`src/rtl/sobel_pkg.sv`:
```
// ============================================================================
// Module : sobel_pkg
// Desc   : Shared FSM states, 3x3 Sobel kernel weights and counter sizing.
// Rev    : 1.0
// ============================================================================
`default_nettype none

package sobel_pkg;

   typedef enum logic [1:0] {
      ST_IDLE  = 2'd0,
      ST_RUN   = 2'd1,
      ST_FLUSH = 2'd2,
      ST_DONE  = 2'd3
   } sobel_state_t;

   localparam int c_K_EDGE = 1;
   localparam int c_K_MID  = 2;

   function automatic int cnt_width(input int n);
      return (n <= 2) ? 1 : $clog2(n);
   endfunction

endpackage

`default_nettype wire

```
`src/rtl/sobel_line_buffer.sv`:
```
// ============================================================================
// Module : sobel_line_buffer
// Desc   : DEPTH-stage shift register; output is the sample DEPTH enables ago.
// Rev    : 1.0
// ============================================================================
`default_nettype none

module sobel_line_buffer #(
   parameter int WIDTH = 8,
   parameter int DEPTH = 8
) (
   input  logic             clk,
   input  logic             i_en,
   input  logic [WIDTH-1:0] i_din,
   output logic [WIDTH-1:0] o_dout
);

   logic [WIDTH-1:0] r_mem [DEPTH];

   // Storage is deliberately left without reset.
   always_ff @(posedge clk) begin
      if (i_en) begin
         r_mem[0] <= i_din;
         for (int i = 1; i < DEPTH; i++) begin
            r_mem[i] <= r_mem[i-1];
         end
      end
   end

   assign o_dout = r_mem[DEPTH-1];

endmodule

`default_nettype wire

```
`src/rtl/sobel_stream_filter.sv`:
```
// ============================================================================
// Module : sobel_stream_filter
// Desc   : Streaming 3x3 Sobel edge magnitude; optional threshold via
//          SOBEL_THRESH_EN (adds thresh_i, binarises edge_o).
// Rev    : 1.0
// ============================================================================
`default_nettype none

module sobel_stream_filter
   import sobel_pkg::*;
#(
   parameter int PIX_W = 8,
   parameter int IMG_W = 8,
   parameter int IMG_H = 8
) (
   input  logic             clk_i,
   input  logic             rst_i,
   input  logic             start_i,
   input  logic [PIX_W-1:0] pixel_i,
   input  logic             pixel_valid_i,
   output logic             pixel_ready_o,
   output logic [PIX_W-1:0] edge_o,
   output logic             edge_valid_o,
   input  logic             edge_ready_i,
`ifdef SOBEL_THRESH_EN
   input  logic [PIX_W-1:0] thresh_i,
`endif
   output logic             busy_o,
   output logic             done_o
);

   localparam int c_COL_W = cnt_width(IMG_W);
   localparam int c_ROW_W = cnt_width(IMG_H);
   localparam int c_ACC_W = PIX_W + 3;
   localparam logic signed [c_ACC_W-1:0] c_W_EDGE = c_ACC_W'(c_K_EDGE);
   localparam logic signed [c_ACC_W-1:0] c_W_MID  = c_ACC_W'(c_K_MID);

   sobel_state_t        r_state, w_next;
   logic [c_COL_W-1:0]  r_col;
   logic [c_ROW_W-1:0]  r_row;
   logic                r_edge_valid;
   logic [PIX_W-1:0]    r_edge;
   logic [PIX_W-1:0]    r_a [3];
   logic [PIX_W-1:0]    r_b [3];
   logic [PIX_W-1:0]    w_new [3];
   logic [PIX_W-1:0]    w_lb0, w_lb1;
   logic                w_ready, w_accept, w_last, w_emit;
   logic signed [c_ACC_W-1:0] w_gx, w_gy;
   logic [c_ACC_W-1:0]  w_abs_x, w_abs_y;
   logic [c_ACC_W:0]    w_mag;
   logic [PIX_W-1:0]    w_sat, w_result;

   function automatic logic signed [c_ACC_W-1:0] sx(input logic [PIX_W-1:0] p);
      return $signed({3'b000, p});
   endfunction

   assign w_ready  = (r_state == ST_RUN) && (!r_edge_valid || edge_ready_i);
   assign w_accept = w_ready && pixel_valid_i;
   assign w_last   = (r_col == c_COL_W'(IMG_W-1)) && (r_row == c_ROW_W'(IMG_H-1));
   assign w_emit   = w_accept && (r_row >= c_ROW_W'(2)) && (r_col >= c_COL_W'(2));

   sobel_line_buffer #(.WIDTH(PIX_W), .DEPTH(IMG_W)) u_lb0 (
      .clk(clk_i), .i_en(w_accept), .i_din(pixel_i), .o_dout(w_lb0)
   );
   sobel_line_buffer #(.WIDTH(PIX_W), .DEPTH(IMG_W)) u_lb1 (
      .clk(clk_i), .i_en(w_accept), .i_din(w_lb0), .o_dout(w_lb1)
   );

   // Newest column of the window: rows r-2, r-1, r at the current column.
   assign w_new[0] = w_lb1;
   assign w_new[1] = w_lb0;
   assign w_new[2] = pixel_i;

   always_ff @(posedge clk_i) begin
      if (w_accept) begin
         for (int i = 0; i < 3; i++) begin
            r_b[i] <= r_a[i];
            r_a[i] <= w_new[i];
         end
      end
   end

   // Window taps pRC: R from oldest row, C from oldest column.
   always_comb begin
      w_gx = (sx(w_new[0]) * c_W_EDGE + sx(w_new[1]) * c_W_MID + sx(w_new[2]) * c_W_EDGE)
           - (sx(r_b[0])   * c_W_EDGE + sx(r_b[1])   * c_W_MID + sx(r_b[2])   * c_W_EDGE);
      w_gy = (sx(r_b[2]) * c_W_EDGE + sx(r_a[2]) * c_W_MID + sx(w_new[2]) * c_W_EDGE)
           - (sx(r_b[0]) * c_W_EDGE + sx(r_a[0]) * c_W_MID + sx(w_new[0]) * c_W_EDGE);
      w_abs_x = w_gx[c_ACC_W-1] ? c_ACC_W'(-w_gx) : c_ACC_W'(w_gx);
      w_abs_y = w_gy[c_ACC_W-1] ? c_ACC_W'(-w_gy) : c_ACC_W'(w_gy);
      w_mag   = {1'b0, w_abs_x} + {1'b0, w_abs_y};
      w_sat   = (|w_mag[c_ACC_W:PIX_W]) ? {PIX_W{1'b1}} : w_mag[PIX_W-1:0];
`ifdef SOBEL_THRESH_EN
      w_result = (w_sat >= thresh_i) ? {PIX_W{1'b1}} : {PIX_W{1'b0}};
`else
      w_result = w_sat;
`endif
   end

   always_comb begin
      w_next = r_state;
      unique case (r_state)
         ST_IDLE:  if (start_i) w_next = ST_RUN;
         ST_RUN:   if (w_accept && w_last) w_next = ST_FLUSH;
         ST_FLUSH: if (!r_edge_valid || edge_ready_i) w_next = ST_DONE;
         ST_DONE:  w_next = ST_IDLE;
         default:  w_next = ST_IDLE;
      endcase
   end

   always_ff @(posedge clk_i or posedge rst_i) begin
      if (rst_i) begin
         r_state      <= ST_IDLE;
         r_col        <= '0;
         r_row        <= '0;
         r_edge       <= '0;
         r_edge_valid <= 1'b0;
      end else begin
         r_state <= w_next;
         if (r_state == ST_IDLE && start_i) begin
            r_col <= '0;
            r_row <= '0;
         end else if (w_accept) begin
            if (w_last) begin
               r_col <= '0;
               r_row <= '0;
            end else if (r_col == c_COL_W'(IMG_W-1)) begin
               r_col <= '0;
               r_row <= r_row + 1'b1;
            end else begin
               r_col <= r_col + 1'b1;
            end
         end
         if (w_emit) begin
            r_edge       <= w_result;
            r_edge_valid <= 1'b1;
         end else if (edge_ready_i) begin
            r_edge_valid <= 1'b0;
         end
      end
   end

   assign pixel_ready_o = w_ready;
   assign edge_o        = r_edge;
   assign edge_valid_o  = r_edge_valid;
   assign busy_o        = (r_state == ST_RUN) || (r_state == ST_FLUSH);
   assign done_o        = (r_state == ST_DONE);

endmodule

`default_nettype wire
```
`config.mk`:
```
export PLATFORM = sky130hd
export DESIGN_NAME = sobel_stream_filter
export DESIGN_NICKNAME = d
export VERILOG_FILES = /design/src/rtl/sobel_pkg.sv /design/src/rtl/sobel_line_buffer.sv /design/src/rtl/sobel_stream_filter.sv
export SDC_FILE = /design/constraint.sdc
export NUM_CORES = 1
export LEC_CHECK = 0
export ABC_CLOCK_PERIOD_IN_PS = 5720
export BUFFER_PORTS_ARGS = -buffer_cell sky130_fd_sc_hd__buf_2
export CORE_ASPECT_RATIO = 0.9
export CORE_MARGIN = 8
export CORE_UTILIZATION = 57
export CTS_CLUSTER_SIZE = 28
export DETAILED_ROUTE_END_ITERATION = 8
export PLACE_DENSITY_LB_ADDON = 0.15
export SYNTH_ARGS = -nofsm -noshare
export SYNTH_HDL_FRONTEND = slang
export SYNTH_SLANG_ARGS = --single-unit
```
`constraint.sdc`:
```
create_clock -name clk_i -period 5.72 [get_ports clk_i]
set_clock_uncertainty 0.15 [all_clocks]
set_input_delay 0 -clock clk_i [delete_from_list [all_inputs] [get_ports clk_i]]
set_output_delay 0 -clock clk_i [all_outputs]
set_load 0.005 [all_outputs]
```
# --- Yosys cells after proc, flatten, opt, wreduce, memory -nomap -nowiden ---
# Memories as Yosys holds them, arrays and structs flattened.
# Index checks and enable logic that the tools add are counted.
word_totals:
  register_bits: 17
  ram_bits: 176
  inputBits: 13
  out_inout_bits: 12
  word_cells: 70
  memories: 4
classes:
  n_addsub: 15
  n_lt_le_gt_ge: 2
  n_eq_ne: 8
  n_mux: 19
  reduce_logical: 17
memory_table:
  columns: ["memory", "depth", "word_bits", "read_ports", "rd_clocked_by_memory_dff", "wr", "line", "source"]
  rows:
  - ["u_lb0.r_mem", 8, 8, 8, 0, 8, "sobel_line_buffer.sv:18", "logic [WIDTH-1:0] r_mem [DEPTH];"]
  - ["u_lb1.r_mem", 8, 8, 8, 0, 8, "sobel_line_buffer.sv:18", null]
  - ["r_a", 3, 8, 3, 0, 3, "sobel_stream_filter.sv:43", "logic [PIX_W-1:0] r_a [3];"]
  - ["r_b", 3, 8, 3, 0, 3, "sobel_stream_filter.sv:44", "logic [PIX_W-1:0] r_b [3];"]
op_table:
  columns: ["operator", "n"]
  rows:
  - ["$add A10 B8 Y11", 4]
  - ["$add A8 B9 Y10", 4]
  - ["$mux W3", 8]
  - ["$mux W11", 2]
  - ["$neg A11 Y11", 2]
  - ["$sub A11 B11 Y11", 2]
  - ["$add A11 B11 Y12", 1]
  - ["$mux W8", 1]
  - ["$pmux W2 S4", 1]
  - ["$logic_and A1 B1 Y1", 7]
  - ["$add A3 B1 Y3 const B", 2]
  - ["$eq A3 B3 Y1 const B", 2]
  - ["$ge A3 B2 Y1 const B", 2]
  - ["$mux W2", 3]
  - ["$eq A2 B2 Y1 const B", 2]
  - ["$mux W1", 4]
  - ["$ne A2 B2 Y1 const B", 2]
  - ["$reduce_bool A2 Y1", 2]
  - ["$reduce_or A4 Y1", 1]
  - ["$reduce_and A3 Y1", 1]
  - ["$reduce_bool A3 Y1", 1]
  - ["$eq A2 B1 Y1 const B", 1]
  - ["$logic_not A2 Y1", 1]
  - ["$logic_or A1 B1 Y1", 2]
  - ["other kinds (3)", 3]

# --- Depth between registers and ports, before layout ---
# Gate-level depths: netlist (run 1).
logic_depth:
  word_depth: 8
  ltp_mapped: 22
  ltp_nobuf: 21

# --- Modules after synthesis ---
# Synthesis (run 1) repeated with hierarchy kept, for this count alone.
hier_totals:
  cells_unflattened: 653
  hier_area_um2: 9487.8
by_module_without_submodules:
  columns: ["module", "instances", "cells_per_inst", "area_per_inst_um2", "seq_area_each_um2"]
  rows:
  - ["sobel_stream_filter", 1, 509, 5524.0, 1866.8]
  - ["sobel_line_buffer", 2, 72, 1981.9, 1921.8]

# --- Worst setup path after synthesis (run 1) ---
# No wires, ideal clock.
synth_timing:
  path_kind: "reg-to-reg"
  startpoint: "memory r_b[0][7]"
  endpoint: "register r_edge[0] (netlist: edge_o[0])"
  setup_time_ns: 0.151
  arrival_ns: 5.567
  required_time_ns: 5.419
  setup_slack_ns: -0.148
  stages_incl_launch_ff: 21
  n_path_buf: 1
  synth_period_minus_slack_ns: 5.868
  path_cell_list: "edfxtp_1 inv_1 fa_1 inv_1 fa_1 fa_1 inv_1 ha_1 buf_2 a2111oi_0 o21ai_0 a31o_2 a21oi_2 mux2_2 fa_1 a21oi_1 o22ai_1 o311a_1 or2_0 a221oi_2 a31oi_1"
synth_rtl:
  columns: ["element", "line", "source"]
  rows:
  - ["start, declared", "sobel_stream_filter.sv:44", null]
  - ["end signal, assigned", "sobel_stream_filter.sv:135", "r_edge <= w_result;"]
  - ["end, declared", "sobel_stream_filter.sv:42", "logic [PIX_W-1:0] r_edge;"]

==> flow_summary.json, run 1 <==
{
  "status": "finished, violations left",
  "violations": "negative setup slack",
  "post-place-ws_ps": -424,
  "clock_sinks": 161,
  "gr-usage-met2": 0.267,
  "synth_edf_count": 144,
  "timing.rr.end": "edge_o[2]",
  "yosysMostFrequentCell": "edfxtp_1",
  "cts_made_buffers": 17,
  "end_kind": "register",
  "drt_iter0_drc": 284,
  "busiest_layer": "met2",
  "hold_path_class": "input pin to async pin",
  "setup_slack_ps": -2.17,
  "insertedDiodeCount": 0,
  "io_pins": 25,
  "yosys.area.top_type_share": 0.505,
  "synth_commonest_cells": "edfxtp_1, inv_1, fa_1",
  "crit_type": "register to register",
  "reg2reg_depth": 20,
  "cp.arrival_ps": 5860,
  "root_buffer": "clkbuf_16",
  "synth_largest_area_cell": "edfxtp_1",
  "cp.required_ps": 5850,
  "cts_tree": "done",
  "setup-violations-final": 2,
  "vias_per_cell": 5.14,
  "whs_ps": 72.9,
  "clkTransAtPathRegs_ps": 70,
  "drv_cap": 0,
  "die_w_um": 145,
  "start_util": 0.582,
  "synth.distinct_cells": 55,
  "slew_headroom": 0.323,
  "die_area_um2": 19200,
  "max_freq_mhz": 175,
  "track_usage": 0.166,
  "post-route-drc-count": 0,
  "gr-usage-met3": 0.0422,
  "vias": 4914,
  "fin_crit_sh": 1.00,
  "r2r_setup_slack_ps": -2,
  "cts_buffer_depth": 2,
  "rsz0062_at_grt": "true",
  "area_growth_pct": 20.3,
  "yosys_warnings": 0,
  "routabilityCongestion": 0.784,
  "antenna_found_initial": 0,
  "grt_pass1_wl_um": 25500,
  "rows": 42,
  "grt_pass1_vias": 5212,
  "drive_gt1_frac": 0.214,
  "clock_latency_ps": 420,
  "setup_tns_ps": -2.66,
  "synthTopCellsByArea": "edfxtp_1, fa_1, ha_1",
  "finalHoldViolations": 0,
  "wirelength_um": 15000,
  "core_area_um2": 14700,
  "ys_ff_latch": 161,
  "io_buffers": 24,
  "wl_per_cell_um": 15.7,
  "synthesis.nets": 752,
  "reg2reg_from": "u_lb0.r_mem[0][15]",
  "critPathMaxFanout": 8,
  "htreeDepth": 4,
  "nets": 869,
  "yosysSeqAreaShare": 0.555,
  "syn_avg_cell_area_um2": 13.6,
  "synth_area_um2": 8560,
  "first_pass_iters": 5,
  "place_hpwl_um": 10500,
  "final_antenna_net_count": 0,
  "fp.dieH_um": 132,
  "grt-ovfl-total": 0,
  "synthFlopType": "edfxtp_1",
  "postSynth.asyncResetShare": 0.106,
  "slew_viol_final": 0,
  "met1_usage": 0.216,
  "cp-start-kind": "register",
  "tightest_slew_ps": 1020,
  "min_period_ps": 5720,
  "grt_max_degree": 87,
  "netlist_instances": 630,
  "critPathLaunch": "u_lb0.r_mem[0][15]"
}
==> cell usage in the layout (no fill, tap or decap), types with 6 or more instances in the layout <==
master           n
xor2_1          18
buf_4           63
nand3_1          9
fa_1            62
a21o_1           6
a31oi_1         10
xnor2_1         14
inv_1          125
inv_2            6
edfxtp_1       144
dfrtp_1         17
ha_1            42
o21ai_0          9
nand2_1         13
nor3b_1          7
dlygate4sd3_1   12
buf_2           24
a21oi_1         16
nor2_1          42
clkbuf_16       17
nor3_1           8
==> registers in the layout, indices dropped and copies added, names as in the netlist <==
signal	count
r_state	2
r_col	3
r_b	15
edge_valid_o	1
u_lb1.r_mem	56
u_lb0.r_mem	50
r_row	3
r_a	23
edge_o	8
==> how the worst max path moves through the flow <==
stage | end | slack, ps | depth (start not counted)
after floorplan | edge_o[0] | 0.4 | 20
after global placement | edge_o[1] | -170 | 19
after detailed placement | edge_o[2] | -420 | 19
after CTS | edge_o[2] | 30 | 19
after global routing | edge_o[5] | -260 | 20
final | edge_o[2] | -2 | 20
==> logic make-up after synthesis <==
kind of cell | count (synthesis) | synth area share
flip-flops | 161 | 0.555
buffers and inverters | 135 | 0.0594
adder cells (fa/ha/maj) | 109 | 0.215
AND/OR/NAND/NOR | 108 | 0.0645
AO/OA/AOI/OAI | 80 | 0.0677
XOR/XNOR | 33 | 0.0338
multiplexers | 4 | 0.00512
==> worst max-delay path, stage by stage (launching register included) <==
cell and delay, ps:
edfxtp_1 430, buf_6 140, fa_1 520, inv_2 50, fa_1 480, fa_1 530, inv_2 50, ha_4 220
a2111oi_4 350, o21ai_1 150, a31o_2 290, a21oi_4 210, mux2_4 340, fa_2 390, a21oi_2 170, o22ai_2 90
o311a_1 300, or2_1 260, a221oi_4 230, buf_6 160, a31oi_1 90
==> routing by layer <==
layer,vias to the layer above,part of all wire
li1,2379,-
met1,2443,0.47
met2,65,0.48
met3,27,0.029
met4,0,0.019
met5,-,0
==> layout make-up <==
cell class	instances	area, um2
flip-flops and latches	161	4750
inverters	132	498
repair buffers	101	736
fillers	1033	4420
multi-input cells	334	3470
clock inverters	11	154
well taps	198	248
clock buffers	19	433
==> per-stage QoR <==
stage                     utilization  instances  area (um2)
after floorplan                     -        630        8590
after detailed placement        0.630        893        9280
after global routing            0.699        956       10300
after global placement          0.630        893        9280
after CTS                       0.693        949       10200
final                           0.699        956       10300
==> timing repair <==
item / in CTS / in global routing
endpoints found under the setup margin: 8 / 8
resized for setup: 24 / 10
pin swaps: 22 / 28
hold buffers: 12 / 0
buffers inserted: 14 / 9
endpoints found under the hold margin: 33 / 0
Power of run 1 is not shown: default switching activity piles up to over one toggle a cycle in this logic, so the estimate is an artifact.
==> run 2, diff against run 1 <==
--- a/config.mk
+++ b/config.mk
@@ -12,6 +12,7 @@
 export CORE_UTILIZATION = 57
 export CTS_CLUSTER_SIZE = 28
 export DETAILED_ROUTE_END_ITERATION = 8
+export GPL_TIMING_DRIVEN = 0
 export PLACE_DENSITY_LB_ADDON = 0.15
 export SYNTH_ARGS = -nofsm -noshare
 export SYNTH_HDL_FRONTEND = slang
==> run 2 against run 1 <==
The flow now finishes without violations. Final cell count down 3.8%. Sequential share of layout area increased by 0.75 points. Wire length shrank 2.3%. Global-route usage shrank 0.67 points.
==> flow_summary.json, run 2 (synthesis gave the netlist of run 1 again) <==
{
  "min_period_ps": 5720,
  "routabilityCongestion": 0.804,
  "vias_per_cell": 5.24,
  "cp-start-kind": "register",
  "largest_register_ff_count": 56,
  "area_growth_pct": 18.3,
  "critPathMaxFanout": 8,
  "drt_iter0_drc": 295,
  "rows": 42,
  "grt-ovfl-total": 0,
  "whs_endpoint": "r_col[1]",
  "clock_latency_ps": 430,
  "regMostFlops": "u_lb1.r_mem",
  "htreeDepth": 4,
  "insertedDiodeCount": 0,
  "postLayoutCoreUtil": 0.688,
  "cp.arrival_ps": 5850,
  "top_regs": "u_lb1.r_mem x56, u_lb0.r_mem x50, r_a x23",
  "final_area_um2": 10100,
  "grt_pass1_wl_um": 24400,
  "drive_gt1_frac": 0.202,
  "die_w_um": 145,
  "cp.required_ps": 5850,
  "rsz0062_at_grt": "true",
  "num-fill-cells": 1030,
  "hold_path_class": "input pin to register",
  "io_buffers": 24,
  "reg2reg_from": "u_lb0.r_mem[0][15]",
  "stdcell_count": 920,
  "wl_per_cell_um": 16.0,
  "tightest_slew_ps": 654,
  "max_freq_mhz": 175,
  "io_pins": 25,
  "layout_common_cells": "edfxtp_1, inv_1, fa_1",
  "clock_sinks": 161,
  "place_hpwl_um": 9970,
  "placedCellCount": 853,
  "final_antenna_net_count": 0,
  "clkTransAtPathRegs_ps": 70,
  "reg2reg_depth": 22,
  "end_kind": "register",
  "cts_tree": "done",
  "wirelength_um": 14700,
  "placed_cell_area_um2": 8990,
  "timing.rr.end": "edge_o[1]",
  "die_area_um2": 19200,
  "core_area_um2": 14700,
  "hold_path_depth": 4,
  "vias": 4825,
  "fin_crit_sh": 1.00,
  "slew_headroom": 0.563,
  "finalHoldViolations": 0,
  "grt_max_degree": 94,
  "post-route-drc-count": 0,
  "track_usage": 0.159,
  "final_common_cell": "edfxtp_1",
  "fp.dieH_um": 132,
  "cts_made_buffers": 17,
  "r2r_setup_slack_ps": 2,
  "antenna_found_initial": 0,
  "status": "completed",
  "hold_path.startpoint": "pixel_valid_i",
  "root_buffer": "clkbuf_16",
  "cts_buffer_depth": 2,
  "slew_viol_final": 0,
  "grt_pass1_vias": 5122,
  "nets": 831,
  "start_util": 0.582,
  "first_pass_iters": 4,
  "setup-violations-final": 0,
  "drv_cap": 0,
  "crit_type": "register to register"
}
## run 2: worst max path at each step
stage / start / endpoint / slack, ps / depth (start not counted)
global placement: r_state[1] / r_state[1] / -600 / 8
floorplan: r_b[0][7] / edge_o[0] / 0.4 / 20
CTS: u_lb1.r_mem[1][27] / edge_o[1] / 1 / 20
global route: u_lb0.r_mem[0][15] / edge_o[4] / -160 / 22
detailed placement: u_lb1.r_mem[1][31] / edge_o[1] / -580 / 19
finish: u_lb0.r_mem[0][15] / edge_o[1] / 2 / 22
## run 2: repair_timing
action,4_1_cts,5_1_grt
resized for setup,36,26
buffers inserted,17,9
pin swaps,25,16
hold endpoints to repair,33,0
hold buffers,11,0
endpoints found under the setup margin,8,8
## run 2: worst max-delay path, stage by stage (launching register included)
cell and delay, ps:
edfxtp_1 390, buf_6 120, inv_2 30, fa_1 490, inv_2 40, fa_1 490, fa_1 510, inv_2 50
ha_4 250, a2111oi_4 360, o21ai_2 120, a31o_2 280, a21oi_4 190, mux2_4 340, buf_4 130, ha_1 280
a21o_1 150, nand4_1 150, a31o_2 310, mux2i_1 160, a221oi_4 320, buf_6 170, a31oi_1 90
## run 2: cell type report
| class | count | area, um2 | share of cell area |
|---|---|---|---|
| flip-flops and latches | 161 | 4750 | 0.469 |
| multi-input cells | 334 | 3590 | 0.354 |
| inverters | 132 | 500 | 0.0494 |
| repair buffers | 62 | 464 | 0.0458 |
| clock buffers | 18 | 429 | 0.0424 |
| well taps | 198 | 248 | 0.0245 |
| clock inverters | 14 | 148 | 0.0146 |
| plain buffers | 1 | 3.75 | 0.000371 |
## run 2: per-stage QoR
stage | TNS (ps) | hold WS [ps] | worst slack, ps
4_1_cts | 0 | 11.2 | 1.20
3_3_place_gp | -5200 | -48.3 | -598
5_1_grt | -1180 | 70.6 | -157
6_report | 0 | 33.4 | 1.93
2_1_floorplan | 0 | -224 | 0.425
3_5_place_dp | -4540 | -31.9 | -583
## run 2: routing by layer
| metal | track usage | part of all wire |
|---|---|---|
| met2 | 0.250 | 0.49 |
| met1 | 0.207 | 0.46 |
| met3 | 0.0426 | 0.041 |
| met5 | 0 | 0 |
| met4 | 0.0612 | 0.014 |
Power of run 2 is left out for the same reason.
